File: config.mk
export PLATFORM = sky130hd
export DESIGN_NAME = snake_body_flat
export DESIGN_NICKNAME = d
export VERILOG_FILES = /design/src/rtl/snake_body_pkg.sv /design/src/rtl/snake_body_if.sv /design/src/rtl/snake_body_ring.sv /design/src/rtl/snake_body.sv /design/src/flat_wrapper.sv
export SDC_FILE = /design/constraint.sdc
export NUM_CORES = 1
export LEC_CHECK = 0
export CORE_ASPECT_RATIO = 2
export CORE_MARGIN = 3
export CORE_UTILIZATION = 45
export CTS_BUF_LIST = sky130_fd_sc_hd__clkbuf_4
export DETAILED_ROUTE_END_ITERATION = 8
export HOLD_SLACK_MARGIN = 0.03
export SYNTH_ARGS = -nofsm -noshare
export SYNTH_HDL_FRONTEND = slang
export SYNTH_HIERARCHICAL = 1
export SYNTH_SLANG_ARGS = --single-unit
File: constraint.sdc
create_clock -name clk -period 8.65 [get_ports clk]
set_input_delay 1.73 -clock clk [delete_from_list [all_inputs] [get_ports clk]]
set_output_delay 1.73 -clock clk [all_outputs]
set_load 0.01 [all_outputs]
File: src/rtl/snake_body_pkg.sv
// snake_body_pkg: playfield size, heading encoding and coordinate helpers shared by the snake body blocks.
package snake_body_pkg;
    localparam int GAME_WIDTH = 20;
    localparam int GAME_HEIGHT = 13;
    typedef enum logic [1:0] {UP, DOWN, LEFT, RIGHT} dir_t;
    typedef enum logic {STREAM, UPDATE} state_t;
    typedef struct packed {
        logic [4:0] x;
        logic [3:0] y;
    } pos_t;
    function automatic dir_t dir_opposite(dir_t d);
        return dir_t'({d[1], ~d[0]});
    endfunction
    // Deltas are two's complement so a plain modular add moves one cell.
    function automatic pos_t dir_step(dir_t d);
        return (d == UP)   ? pos_t'({5'd0, 4'hF}) :
               (d == DOWN) ? pos_t'({5'd0, 4'd1}) :
               (d == LEFT) ? pos_t'({5'h1F, 4'd0}) :
                             pos_t'({5'd1, 4'd0});
    endfunction
endpackage

File: src/rtl/snake_body_if.sv
// snake_body_if: per-segment stream from the snake body to the VGA renderer.
interface snake_body_if;
    logic [4:0] snake_x;
    logic [3:0] snake_y;
    logic [1:0] snake_dir;
    logic       snake_first;
    logic       snake_last;
    logic       snake_valid;
    modport master (output snake_x, snake_y, snake_dir, snake_first, snake_last, snake_valid);
    modport slave (input snake_x, snake_y, snake_dir, snake_first, snake_last, snake_valid);
endinterface

File: src/rtl/snake_body_ring.sv
// snake_ring: ring of tailward link directions with a head pointer; push at head, read at an offset behind it.
module snake_ring import snake_body_pkg::*; #(
    parameter int MAX_LEN = 32,
    localparam int PW = $clog2(MAX_LEN)
) (
    input  logic          clk,
    input  logic          rst_n,
    input  logic          clr,
    input  logic          push,
    input  dir_t          push_dir,
    input  logic [PW-1:0] rd_off,
    output dir_t          rd_dir
);
    dir_t          mem [MAX_LEN];
    logic [PW-1:0] head_ptr;
    always_ff @(posedge clk or negedge rst_n) begin
        if (!rst_n) begin
            mem <= '{default: LEFT};
            head_ptr <= '0;
        end else if (clr) begin
            mem <= '{default: LEFT};
            head_ptr <= '0;
        end else if (push) begin
            mem[head_ptr + PW'(1)] <= push_dir;
            head_ptr <= head_ptr + PW'(1);
        end
    end
    assign rd_dir = mem[head_ptr - rd_off];
endmodule

File: src/rtl/snake_body.sv
// snake_body: snake head + link ring, streamed head-to-tail each pass; applies steps between passes.
// Define SNAKE_WRAP_EN to wrap the head at the walls instead of failing.
module snake_body import snake_body_pkg::*; #(
    parameter int MAX_LEN = 32,
    parameter int INIT_LEN = 3,
    localparam int LW = $clog2(MAX_LEN + 1),
    localparam int PW = $clog2(MAX_LEN)
) (
    input  logic          clk,
    input  logic          rst_n,
    input  logic          game_rst_n,
    input  logic          step,
    input  logic [1:0]    dir,
    input  logic          grow,
    snake_body_if.master  sb,
    output logic [4:0]    snake_head_x,
    output logic [3:0]    snake_head_y,
    output logic [LW-1:0] length,
    output logic          step_done,
    output logic          failure,
    output logic          success
);
    typedef struct packed {
        pos_t          head;
        pos_t          walk;
        logic [LW-1:0] len;
        logic [PW-1:0] k;
        logic          pending;
        logic          p_grow;
        logic [1:0]    p_dir;
        logic          took;
        logic          done;
        logic          fail;
        logic          succ;
        pos_t          out_pos;
        logic [1:0]    out_dir;
        logic          first;
        logic          last;
        logic          valid;
    } regs_t;
    localparam regs_t R0 = '{head: pos_t'({5'(INIT_LEN), 4'((GAME_HEIGHT + 1) / 2)}),
                             len: LW'(INIT_LEN), default: '0};
    function automatic pos_t move(pos_t p, dir_t d);
        pos_t dl, q;
        dl = dir_step(d);
        q.x = p.x + dl.x;
        q.y = p.y + dl.y;
`ifdef SNAKE_WRAP_EN
        q.x = (q.x == 5'(GAME_WIDTH + 1)) ? 5'd1 : (q.x == 5'd0) ? 5'(GAME_WIDTH) : q.x;
        q.y = (q.y == 4'(GAME_HEIGHT + 1)) ? 4'd1 : (q.y == 4'd0) ? 4'(GAME_HEIGHT) : q.y;
`endif
        return q;
    endfunction
    state_t state, state_n;
    regs_t  r, r_n;
    dir_t   rd_dir, eff_dir;
    pos_t   cur, new_head;
    logic   last_seg, in_range, take, commit;
    snake_ring #(.MAX_LEN(MAX_LEN)) u_ring (
        .clk(clk), .rst_n(rst_n), .clr(!game_rst_n), .push(commit),
        .push_dir(dir_opposite(eff_dir)), .rd_off(r.k), .rd_dir(rd_dir)
    );
    always_ff @(posedge clk or negedge rst_n) begin
        if (!rst_n) state <= UPDATE;
        else state <= game_rst_n ? state_n : UPDATE;
    end
    always_comb begin
        state_n = (state == UPDATE) ? STREAM : last_seg ? UPDATE : STREAM;
    end
    // In UPDATE k is zero, so the ring read port returns the head link.
    always_comb begin
        r_n = r;
        cur = (r.k == '0) ? r.head : r.walk;
        last_seg = (state == STREAM) && (LW'(r.k) == r.len - LW'(1));
        eff_dir = (r.p_dir == rd_dir) ? dir_opposite(rd_dir) : dir_t'(r.p_dir);
        new_head = move(r.head, eff_dir);
        in_range = new_head.x >= 5'd1 && new_head.x <= 5'(GAME_WIDTH) &&
                   new_head.y >= 4'd1 && new_head.y <= 4'(GAME_HEIGHT);
        take = (state == UPDATE) && r.pending;
        commit = take && !r.fail && !r.succ && in_range;
        r_n.valid = state == STREAM;
        r_n.first = (state == STREAM) && (r.k == '0);
        r_n.last = last_seg;
        r_n.out_pos = cur;
        r_n.out_dir = rd_dir;
        r_n.walk = move(cur, rd_dir);
        r_n.k = (state == STREAM && !last_seg) ? r.k + PW'(1) : '0;
        r_n.fail = r.fail || (state == STREAM && r.k != '0 && cur == r.head) ||
                   (take && !r.fail && !r.succ && !in_range);
        r_n.head = commit ? new_head : r.head;
        r_n.len = (commit && r.p_grow) ? r.len + LW'(1) : r.len;
        r_n.succ = r.succ || (commit && r.p_grow && r.len == LW'(MAX_LEN - 1));
        r_n.took = take;
        r_n.done = r.took;
        r_n.pending = step || (r.pending && !take);
        r_n.p_dir = step ? dir : r.p_dir;
        r_n.p_grow = step ? grow : r.p_grow;
    end
    always_ff @(posedge clk or negedge rst_n) begin
        if (!rst_n) r <= R0;
        else r <= game_rst_n ? r_n : R0;
    end
    assign sb.snake_x = r.out_pos.x;
    assign sb.snake_y = r.out_pos.y;
    assign sb.snake_dir = r.out_dir;
    assign sb.snake_first = r.first;
    assign sb.snake_last = r.last;
    assign sb.snake_valid = r.valid;
    assign snake_head_x = r.head.x;
    assign snake_head_y = r.head.y;
    assign length = r.len;
    assign step_done = r.done;
    assign failure = r.fail;
    assign success = r.succ;
endmodule

File: src/flat_wrapper.sv
// flat-port wrapper written by rule: the top's interface ports become plain ports
module snake_body_flat import snake_body_pkg::*;
#(
    parameter int MAX_LEN = 32,
    parameter int INIT_LEN = 3,
    localparam int LW = $clog2(MAX_LEN + 1),
    localparam int PW = $clog2(MAX_LEN)
)
  (clk, rst_n, game_rst_n, step, dir, grow, snake_head_x, snake_head_y, length, step_done, failure, success, sb_snake_x, sb_snake_y, sb_snake_dir, sb_snake_first, sb_snake_last, sb_snake_valid);
  snake_body_if sb_i ();
  input  logic clk;
  input  logic rst_n;
  input  logic game_rst_n;
  input  logic step;
  input  logic [1:0] dir;
  input  logic grow;
  output logic [4:0] snake_head_x;
  output logic [3:0] snake_head_y;
  output logic [LW-1:0] length;
  output logic step_done;
  output logic failure;
  output logic success;
  output wire logic [$bits(sb_i.snake_x)-1:0] sb_snake_x;
  output wire logic [$bits(sb_i.snake_y)-1:0] sb_snake_y;
  output wire logic [$bits(sb_i.snake_dir)-1:0] sb_snake_dir;
  output wire logic [$bits(sb_i.snake_first)-1:0] sb_snake_first;
  output wire logic [$bits(sb_i.snake_last)-1:0] sb_snake_last;
  output wire logic [$bits(sb_i.snake_valid)-1:0] sb_snake_valid;
  assign sb_snake_x = sb_i.snake_x;
  assign sb_snake_y = sb_i.snake_y;
  assign sb_snake_dir = sb_i.snake_dir;
  assign sb_snake_first = sb_i.snake_first;
  assign sb_snake_last = sb_i.snake_last;
  assign sb_snake_valid = sb_i.snake_valid;
  snake_body #(.MAX_LEN(MAX_LEN), .INIT_LEN(INIT_LEN)) u_core (.clk(clk), .rst_n(rst_n), .game_rst_n(game_rst_n), .step(step), .dir(dir), .grow(grow), .sb(sb_i), .snake_head_x(snake_head_x), .snake_head_y(snake_head_y), .length(length), .step_done(step_done), .failure(failure), .success(success));
endmodule
== Word-level counts from Yosys, hierarchy flattened ==
Index checks and enable logic that the tools add are counted.
Cells by class
  add/subtract/negate cells: 9
  $lt $le $gt $ge: 7
  equality and inequality tests: 11
  mux-type cells: 27
  bitwise logic cells: 5
  reduce and logical (&&, ||, !) cells: 30
Operator list (count)
  64-bit two-way mux: 2
  9-bit two-way mux: 8
  64-bit bitwise mux: 1
  51-bit two-way mux: 1
  1-bit logical AND: 17
  5-bit two-way mux: 3
  6-bit greater-or-equal comparator, second input constant: 2
  5-bit NOT with 6-bit output: 2
  5-bit by 1-bit adder with 5-bit output, second input constant: 2
  5-bit adder: 2
  2-bit binary-select mux with 5-bit select: 1
  2-bit demux with 5-bit select: 1
  2-bit two-way mux: 5
  9-bit equality test: 1
  4-bit adder: 2
  6-bit by 1-bit adder with 6-bit output, second input constant: 1
  5-bit by 6-bit equality test with 1-bit output: 1
  6-bit by 5-bit equality test with 1-bit output, second input constant: 1
  6-bit by 1-bit < comparator with 1-bit output, second input constant: 1
  6-bit two-way mux: 1
  2-bit by 1-bit inequality test with 1-bit output, second input constant: 3
  6-bit by 1-bit subtractor with 6-bit output, second input constant: 1
  5-bit by 1-bit greater-or-equal comparator with 1-bit output, second input constant: 1
  5-bit <= comparator, second input constant: 1
  other kinds (13): 28
Storage, ports and cells
  register bits after elaboration: 121
  input bits: 7
  output and inout port bits: 32
  logic and storage cells: 142

== Depth between registers and ports, before layout ==
Gate-level depths: netlist (run 1).
  depth after elaboration: 21
  depth in mapped cells: 28
  depth with buffers taken out: 21

== Cells and area by module ==
The synthesis (run 1) kept the hierarchy.
Modules (own cells, without submodules)
  snake_ring: instances 1, cells each 385, area each 4040.1 um^2
  snake_body: instances 1, cells each 317, area each 3239.4 um^2

== Worst setup path after synthesis (run 1) ==
OpenSTA, ideal clock, no wires.
  path kind: flip-flop to flip-flop
  from: register u_core.u_ring.head_ptr[0]
  to: register u_core/u_ring/mem[32] (netlist bit)
  library setup time: 0.132 ns
  data arrival time: 6.410 ns
  data required time: 8.518 ns
  setup slack: 2.108 ns
  cell stages (with the launch flop): 27
  path buffers: 5
  path through: dfrtp_1 > clkbuf_1 > inv_1 > ha_1 > fa_1 > xor2_1 > buf_2 > mux4_1 > mux2_2 > mux2_2 > mux2_2 > nand2b_1 > and3_1 > buf_4 > fa_1 > a21o_1 > a21oi_1 > xor2_1 > xnor2_1 > o2111ai_4 > buf_6 > inv_2 > clkbuf_1 > nand2_1 > a211oi_1 > mux2i_1 > nor2_1
On the way
  word-level cells in the longest chain between the ends: 18
  elaborated cells on any way between the ends: 36
RTL lines
  from (decl): RTL line snake_body_ring.sv:15  | logic [PW-1:0] head_ptr;
  from (signal assigned): RTL line snake_body_ring.sv:25  | head_ptr <= head_ptr + PW'(1);
  5-bit subtractor *: RTL line snake_body_ring.sv:28  | assign rd_dir = mem[head_ptr - rd_off];
  5-bit NOT with 6-bit output (not written as such) *: RTL line snake_body_ring.sv:28
  2-bit binary-select mux with 5-bit select *: RTL line snake_body_ring.sv:28
  2-bit two-way mux (not written as such) * (2 in series): RTL line snake_body_ring.sv:28
  named net u_core.rd_dir[0]: RTL line snake_body.sv:56  | dir_t rd_dir, eff_dir;
  2-bit equality test or 1-bit NOT (tied branches): RTL line snake_body.sv:75, snake_body_pkg.sv:12
  2-bit two-way mux *: RTL line snake_body.sv:75  | eff_dir = (r.p_dir == rd_dir) ? dir_opposite(rd_dir) : dir_t'(r.p_dir);
  2-bit equality test: RTL line snake_body_pkg.sv:18  | (d == LEFT) ? pos_t'({5'h1F, 4'd0}) :
  (+2 left out)
  9-bit two-way mux *: RTL line snake_body_pkg.sv:16  | return (d == UP) ? pos_t'({5'd0, 4'hF}) :
  5-bit adder: RTL line snake_body.sv:46  | q.x = p.x + dl.x;
  5-bit by 1-bit greater-or-equal comparator with 1-bit output or 5-bit <= comparator (tied branches): RTL line snake_body.sv:77  | in_range = new_head.x >= 5'd1 && new_head.x <= 5'(GAME_WIDTH) &&
  1-bit logical AND (2 in series): RTL line snake_body.sv:77
  1-bit logical AND *: RTL line snake_body.sv:78  | new_head.y >= 4'd1 && new_head.y <= 4'(GAME_HEIGHT);
  1-bit logical AND *: RTL line snake_body.sv:80  | commit = take && !r.fail && !r.succ && in_range;
  named net u_core.commit: RTL line snake_body.sv:58  | logic last_seg, in_range, take, commit;
  2-bit by 1-bit inequality test with 1-bit output (no source line) *
  to (signal, indexed assignment): RTL line snake_body_ring.sv:24  | mem[head_ptr + PW'(1)] <= push_dir;
  to (decl): RTL line snake_body_ring.sv:14  | dir_t mem [MAX_LEN];
The timed path passes the listed nets; every way through them passes the cells marked *. The select of a mux whose other input is x is not followed.
A chain may end at the register's enable or synchronous reset.

== Worst setup path in the final report (run 1) ==
  from: register u_core.u_ring.head_ptr[0]
  to: register u_core/u_ring/mem[34] (netlist bit)
The elaborated chain is that of the path after synthesis.

==> results.md, run 1 <==
- Row count: 65
- Initial DRC count: 312
- Detailed Route WL: 18,800 µm
- Post-CTS sizing: 0
- Drt first pass iters: 5
- Hold buffer count at cts: 0
- Pwr Density: 160 mW/mm²
- First-pass GRT wire length: 30,100 µm
- Starting Density: 45.9%
- Worst hold path class: reg -> reg
- FFs w/ async S/R, synth: 100%
- Share of power burned in registers: 48.1%
- DP Wirelength: 13,500 µm
- Sw Share: a little under a third
- Antenna-violating nets left: 0
- Crit-path most repeated cell: mux2_2
- Logic pwr share: roughly 18%
- Reg2reg setup slack: about 1.8 ns
- Final Hold Viols: 0
- RD Place Congestion: 0.927
- Top_reg_cell synth: dfrtp_1
- Clock tree buffer depth: 2
- Placed inst area: 0.00758 mm²
- Max transition margin: 27.9%
- Fin Setup TNS: 0 ns
- Status: finished, final reports clean
- Area of the mapped netlist: 0.00728 mm²
- Peak VDD IR: 0.0903 mV
- Final Setup Violations: 0
- Synth Net Count: ~740
- DIE HEIGHT: 186 µm
- Internal power: 0.000882 W
- Setup crit end kind: flip-flop
- Yosys top cell by area: dfrtp_1
- CTS tree: built
- Fmax: 146 MHz
- Area of the core: roughly 0.016 mm²
- Initial antenna violation count: 1
- Mux contribution to synthesized area: 14.8%
- Worst-path cell chain: inv_1 > ha_1 > fa_1 > inv_2 > mux4_1 > mux2_2 > mux2_2 > mux2_2 > nand2b_1 > and3_1 > fa_1 > a21o_1 > a21oi_1 > xor2_1 > xnor2_1 > o2111ai_4 > inv_2 > nand2_1 > a211oi_1 > mux2i_1 > nor2_1
- Grt ovf: 0
- Share of post-route cells with drive strength above 1: 15.9%
- CTS buffer count: 17
- Synth Register Bits: roughly 120
- Yosys cell types: 61
- Main combinational cell family by area after synthesis: multiplexers
- Vias in the first global route: around 5,600
- Pleak: 3.43 nW
- Crit-path slowest cell: mux4_1
- Post-synthesis adder-cell area fraction: 6.02%
- Final number of max-transition violations: 0
- Clk sink count: 121
- Worst R2R End: u_core/u_ring/mem[34]$_DFFE_PN0P_
- Drt wl/cell: 20.6 µm
- Worst clock skew: 0.0241 ns
- Largest net degree at the start of global routing: 82
- Root Driver: clkbuf_4
- Clock share of power: approximately a third
- Remaining DRCs: 0
- Switching power total: roughly 0.00038 W
- CP required: 9.05 ns
- Worst-path clk slew: 0.11 ns
- Vias per cell: between 5 and 6
- Synthesis-to-finish area growth: 8.35%
- Critical path launch point type: flip-flop
- CTS H-tree lvls: 4
- Unrepaired setup endpoints after global routing: no
- Io pins: 39
- Via count: 5,343
- Start point of the critical path: u_core/u_ring/head_ptr[0]$_DFFE_PN0P_
- Simple-gate area share of the yosys netlist: 14.0%
- Slowest stage delay, CP: 0.63 ns
- Top-area cell type share of the netlist area: 27.8%
- Clock Latency Late Sink: 0.55 ns
- Die extent in x: 95.9 µm
- Crit-path max FO: 16
- Max-Cap Viols: 0
- Tmin final: about 7 ns
- Global Route Usage Sum: 22.8%
- RR Startpoint: u_core/u_ring/head_ptr[0]$_DFFE_PN0P_
- Fin area: 0.00789 mm²
- Die Area: around 0.018 mm²
- Crit share post-route: approximately 80%
- PortBufs: 38
- Fin nets: 736
- Cells on worst reg2reg path: 21
- Setup bufs post-CTS: 0
- Yosys warns: 6
- Synthesized-area fraction occupied by ao, oa, aoi and oai cells: approximately a tenth
- Sequential-to-total area share from yosys stat: 42.3%
- Post-synthesis xor/xnor area fraction: 5.45%
- Syn avg cell area: 10.4 µm²
- Post-Syn Instances: roughly 700
- Dominant cells by area after synthesis: dfrtp_1, dfstp_2, mux4_1
- Worst slew pin tran: 1.07 ns
- Filler Cells Inserted: 1,470
- Critical Path AT: around 7.3 ns
- CP Capture Point: u_core/u_ring/mem[34]$_DFFE_PN0P_
- Number of synthesized flops with an enable pin: 0
- Crit Path Class: reg -> reg
[worst max-delay path: cells and delay by family, from the launching register on]
kind	cells	cell delay [ns]
compound gates	4	1.11
xor+xnor	2	0.52
fa+ha+maj	3	1.14
buf+inv	3	0.73
flops	1	0.58
mux	5	1.75
simple gates	4	0.89
[state kept, by name, indices dropped and copies added, names as in the netlist]
name and count:
u_core/u_ring/head_ptr 5, u_core/snake_head_x 5, u_core/length 6, u_core/sb.snake_valid 1, u_core/r 19, u_core/snake_head_y 4
u_core/sb.snake_x 5, u_core/u_ring/mem 64, u_core/sb.snake_dir 2, u_core/state 1, u_core/success 1, u_core/step_done 1
u_core/sb.snake_last 1, u_core/failure 1, u_core/sb.snake_y 4, u_core/sb.snake_first 1
[cell type report]
type / instances / area, µm² / share of cell area [%]
Antenna cell: 1 / 2.50 / 0.0317
Clock buffer: 17 / 128 / 1.62
Clock inverter: 15 / 179 / 2.27
Inverter: 28 / 105 / 1.33
Multi-Input combinational cell: 483 / 3710 / 47.0
Sequential cell: 121 / 3080 / 39.0
Tap cell: 201 / 251 / 3.19
Timing Repair Buffer: 46 / 438 / 5.55
[per-stage QoR]
stage               std cells  utilization (%)  total power [W]  hold slack, ns  worst slack, ns
floorplan                 702                -         0.000777           0.434             2.11
global placement          879             47.8         0.000835           0.455             1.91
detailed placement        879             47.8         0.000842           0.452             1.83
CTS                       911             49.7          0.00128           0.475             1.81
global route              912             49.7          0.00133           0.529             1.41
finish                    912             49.7          0.00126           0.468             1.78
[per-layer routing]
layer,up-vias,GRT usage [%],wire length [µm]
li1,2443,-,-
met1,2649,22.9,6490
met2,182,40.6,10200
met3,69,4.09,723
met4,0,16.8,1410
met5,-,0,0
[layout by cell type (no fill, tap or decap), types with 9 or more instances in the layout]
cell,instances
dfstp_2,40
clkbuf_4,17
buf_4,9
nand2_1,29
mux4_1,16
a21oi_1,40
mux2i_1,41
nand3_1,45
and2_1,13
xnor2_1,16
o21ai_0,39
nor3_1,20
nor2_1,63
ha_1,27
clkdlybuf4s50_1,37
mux2_2,20
inv_1,25
xor2_1,24
dfrtp_1,81
[worst min-delay path by stage]
stage,cells after the start,end,start,slack [ns]
floorplan,1,u_core/step_done$_DFF_PN0_,u_core/r[17]$_DFF_PN0_,0.43
global placement,1,u_core/step_done$_DFF_PN0_,u_core/r[17]$_DFF_PN0_,0.46
detailed placement,1,u_core/step_done$_DFF_PN0_,u_core/r[17]$_DFF_PN0_,0.45
CTS,1,u_core/step_done$_DFF_PN0_,u_core/r[17]$_DFF_PN0_,0.48
global route,1,u_core/step_done$_DFF_PN0_,u_core/r[17]$_DFF_PN0_,0.53
finish,1,u_core/step_done$_DFF_PN0_,u_core/r[17]$_DFF_PN0_,0.47
[cell usage after synthesis, types with 3 or more instances]
cell / n
mux2_2: 20
mux4_1: 16
and3_1: 3
nand2_1: 29
nand4_1: 5
or3_1: 6
a21o_1: 7
a21oi_1: 40
nand2b_1: 5
inv_1: 25
nor2b_1: 3
a211oi_1: 5
o211ai_1: 7
nor2_1: 63
nand3b_1: 3
nand3_1: 45
ha_1: 27
xnor2_1: 16
dfstp_2: 40
buf_4: 28
o21ai_0: 40
dfrtp_1: 81
mux2i_1: 41
nor4_1: 4
nor3_1: 20
fa_1: 5
buf_6: 4
and2_1: 13
clkbuf_1: 35
xor2_1: 24
or2_2: 3
[power by group through the flow]
stage / Clock [W] / Sequential (W) / Combinational, W
finish: 0.000432 / 0.000607 / 0.000223
global route: 0.000477 / 0.000610 / 0.000245
CTS: 0.000447 / 0.000607 / 0.000225
detailed placement: 0 / 0.000617 / 0.000224
global placement: 0 / 0.000616 / 0.000218
floorplan: 0 / 0.000610 / 0.000167
[logic make-up after synthesis]
kind of cell	after synthesis
AND/OR/NAND/NOR	209
flip-flops	121
buffers and inverters	98
adder cells (fa/ha/maj)	32
AO/OA/AOI/OAI	122
multiplexers	78
XOR/XNOR	42
Note: power is estimated with default switching activity, not from simulation.
==> run 2, diff against run 1 <==
- clock period: 8.65 -> 7.2 ns (I/O delays scaled with it)
==> results.md, run 2 (same netlist as run 1, synthesis figures left out) <==
- Status: finished, final reports clean
- Worst-path cell chain: inv_1 > ha_1 > fa_1 > clkinv_2 > mux4_1 > mux2_2 > mux2_2 > mux2_2 > nand2b_1 > and3_1 > fa_1 > a21o_1 > a21oi_1 > xor2_1 > xnor2_1 > o2111ai_4 > inv_2 > nand2_1 > a211oi_2 > mux2i_1 > nor2_1
- Crit-path max FO: 16
- Max transition margin: 29.8%
- Vias in the first global route: about 5,500
- Fmax: 148 MHz
- Clock Latency Late Sink: 0.56 ns
- Clk sink count: about 120
- Critical Path AT: 7.17 ns
- Worst hold path class: reg -> reg
- Starting Density: a little under half
- Tmin final: between 6 and 7 ns
- Final non-filler cell total: ~910
- CTS tree: built
- Setup crit end kind: flip-flop
- Root Driver: clkbuf_4
- Vias per cell: 5.87
- Unrepaired setup endpoints after global routing: no
- Global Route Usage Sum: 22.4%
- Crit share post-route: between 90% and 100%
- Critical path launch point type: flip-flop
- CTS buffer count: 17
- Crit Path Class: reg -> reg
- RD Place Congestion: 0.950
- Final Hold Viols: 0
- First-pass GRT wire length: 29,600 µm
- Die Area: 0.0178 mm²
- Drt first pass iters: 6
- Row count: 65
- Dpl cells: ~880
- Antenna-violating nets left: 0
- Hold buffer count at cts: 0
- Die extent in x: 95.9 µm
- Reg2reg setup slack: 0.45 ns
- Power, Total: 0.00145 W
- DIE HEIGHT: about 190 µm
- Largest net degree at the start of global routing: 85
- Synthesis-to-finish area growth: 8.23%
- PortBufs: 38
- Pleak: 3.41 nW
- Final Setup Violations: 0
- Pwr Density: 183 mW/mm²
- Fin Setup TNS: 0 ns
- Crit-path most repeated cell: mux2_2
- Detailed Route WL: 18,800 µm
- Initial antenna violation count: 1
- Final worst slack: between 0.4 and 0.5 ns
- CTS H-tree lvls: 4
- Fin nets: 736
- Peak VDD IR: 0.0764 mV
- Initial DRC count: 284
- Commonest cells after routing, fill and taps aside: dfrtp_1, nor2_1, nand3_1, mux2i_1
- Worst-path clk slew: 0.11 ns
- Slowest stage delay, CP: between 0.5 and 0.6 ns
- Dpl ws: 0.366 ns
- DP Wirelength: 13,300 µm
- Worst clock skew: 0.0264 ns
- Via count: approximately 5,400
- Commonest non-fill, non-tap cell in the layout: dfrtp_1
- Final core occ: 49.7%
- Drt wl/cell: roughly 21 µm
- Remaining DRCs: 0
- Area of the core: 0.0159 mm²
- Clock tree buffer depth: 2
- Max-Cap Viols: 0
- Share of post-route cells with drive strength above 1: ~17%
- Grt ovf: 0
- Crit-path slowest cell: mux4_1
- Worst slew pin tran: 1.05 ns
- Max reg flops: 64
- Biggest register: u_core/u_ring/mem
- Final number of max-transition violations: 0
- Io pins: 39
- CP required: approximately 7.6 ns
-- run 2: metrics by stage --
step | cell area [µm²] | hold slack, ns
2_1_floorplan | 7280 | 0.434
4_1_cts | 7850 | 0.474
6_report | 7880 | 0.468
3_5_place_dp | 7590 | 0.448
5_1_grt | 7880 | 0.489
3_3_place_gp | 7590 | 0.446
-- run 2: critical path: cells and delay by family (launching register included) --
kind / cells / cell delay [ns]
mux: 5 / 1.70
fa+ha+maj: 3 / 1.20
compound gates: 4 / 0.99
simple gates: 4 / 0.98
buf+inv: 3 / 0.67
flops: 1 / 0.57
xor+xnor: 2 / 0.51
-- run 2: layout make-up --
| type | count | area (µm²) |
|---|---|---|
| fillers | 1467 | 7980 |
| multi-input cells | 483 | 3740 |
| flip-flops and latches | 121 | 3080 |
| repair buffers | 46 | 450 |
| well taps | 201 | 251 |
| clock buffers | 20 | 150 |
| inverters | 28 | 106 |
| clock inverters | 12 | 104 |
| diodes | 1 | 2.50 |
-- run 2: repair_timing --
item / 4_1_cts / 5_1_grt
resized for setup: 0 / 7
setup buffers: 0 / 0
endpoints found under the setup margin: 0 / 9
-- run 2: worst paths after layout --
| kind | from | to | cells past startpoint |
|---|---|---|---|
| max reg2reg | u_core/u_ring/head_ptr[0]$_DFFE_PN0P_ | u_core/u_ring/mem[38]$_DFFE_PN0P_ | 21 |
| max | u_core/u_ring/head_ptr[0]$_DFFE_PN0P_ | u_core/u_ring/mem[38]$_DFFE_PN0P_ | 21 |
| min reg2reg | u_core/r[17]$_DFF_PN0_ | u_core/step_done$_DFF_PN0_ | 1 |
| min | u_core/r[17]$_DFF_PN0_ | u_core/step_done$_DFF_PN0_ | 1 |
| max in group asynchronous | rst_n | u_core/u_ring/mem[62]$_DFFE_PN0P_ | 2 |
| min in group asynchronous | rst_n | u_core/length[4]$_DFFE_PN0P_ | 1 |
-- run 2: layer usage --
layer | part of all wire [%] | up-vias | GRT usage [%]
met2 | 56 | 181 | 42.3
met1 | 35 | 2671 | 22.1
met4 | 4.9 | 0 | 13.7
met3 | 4.1 | 57 | 3.48
li1 | - | 2444 | -
met5 | 0 | - | 0
-- run 2: power breakdown --
group | switching (W) | leakage [nW] | internal, W
sequential | 0.0000223 | 1.53 | 0.000706
combinational | 0.000158 | 1.75 | 0.000114
clock | 0.000266 | 0.130 | 0.000180
total | 0.000447 | 3.41 | 0.000999
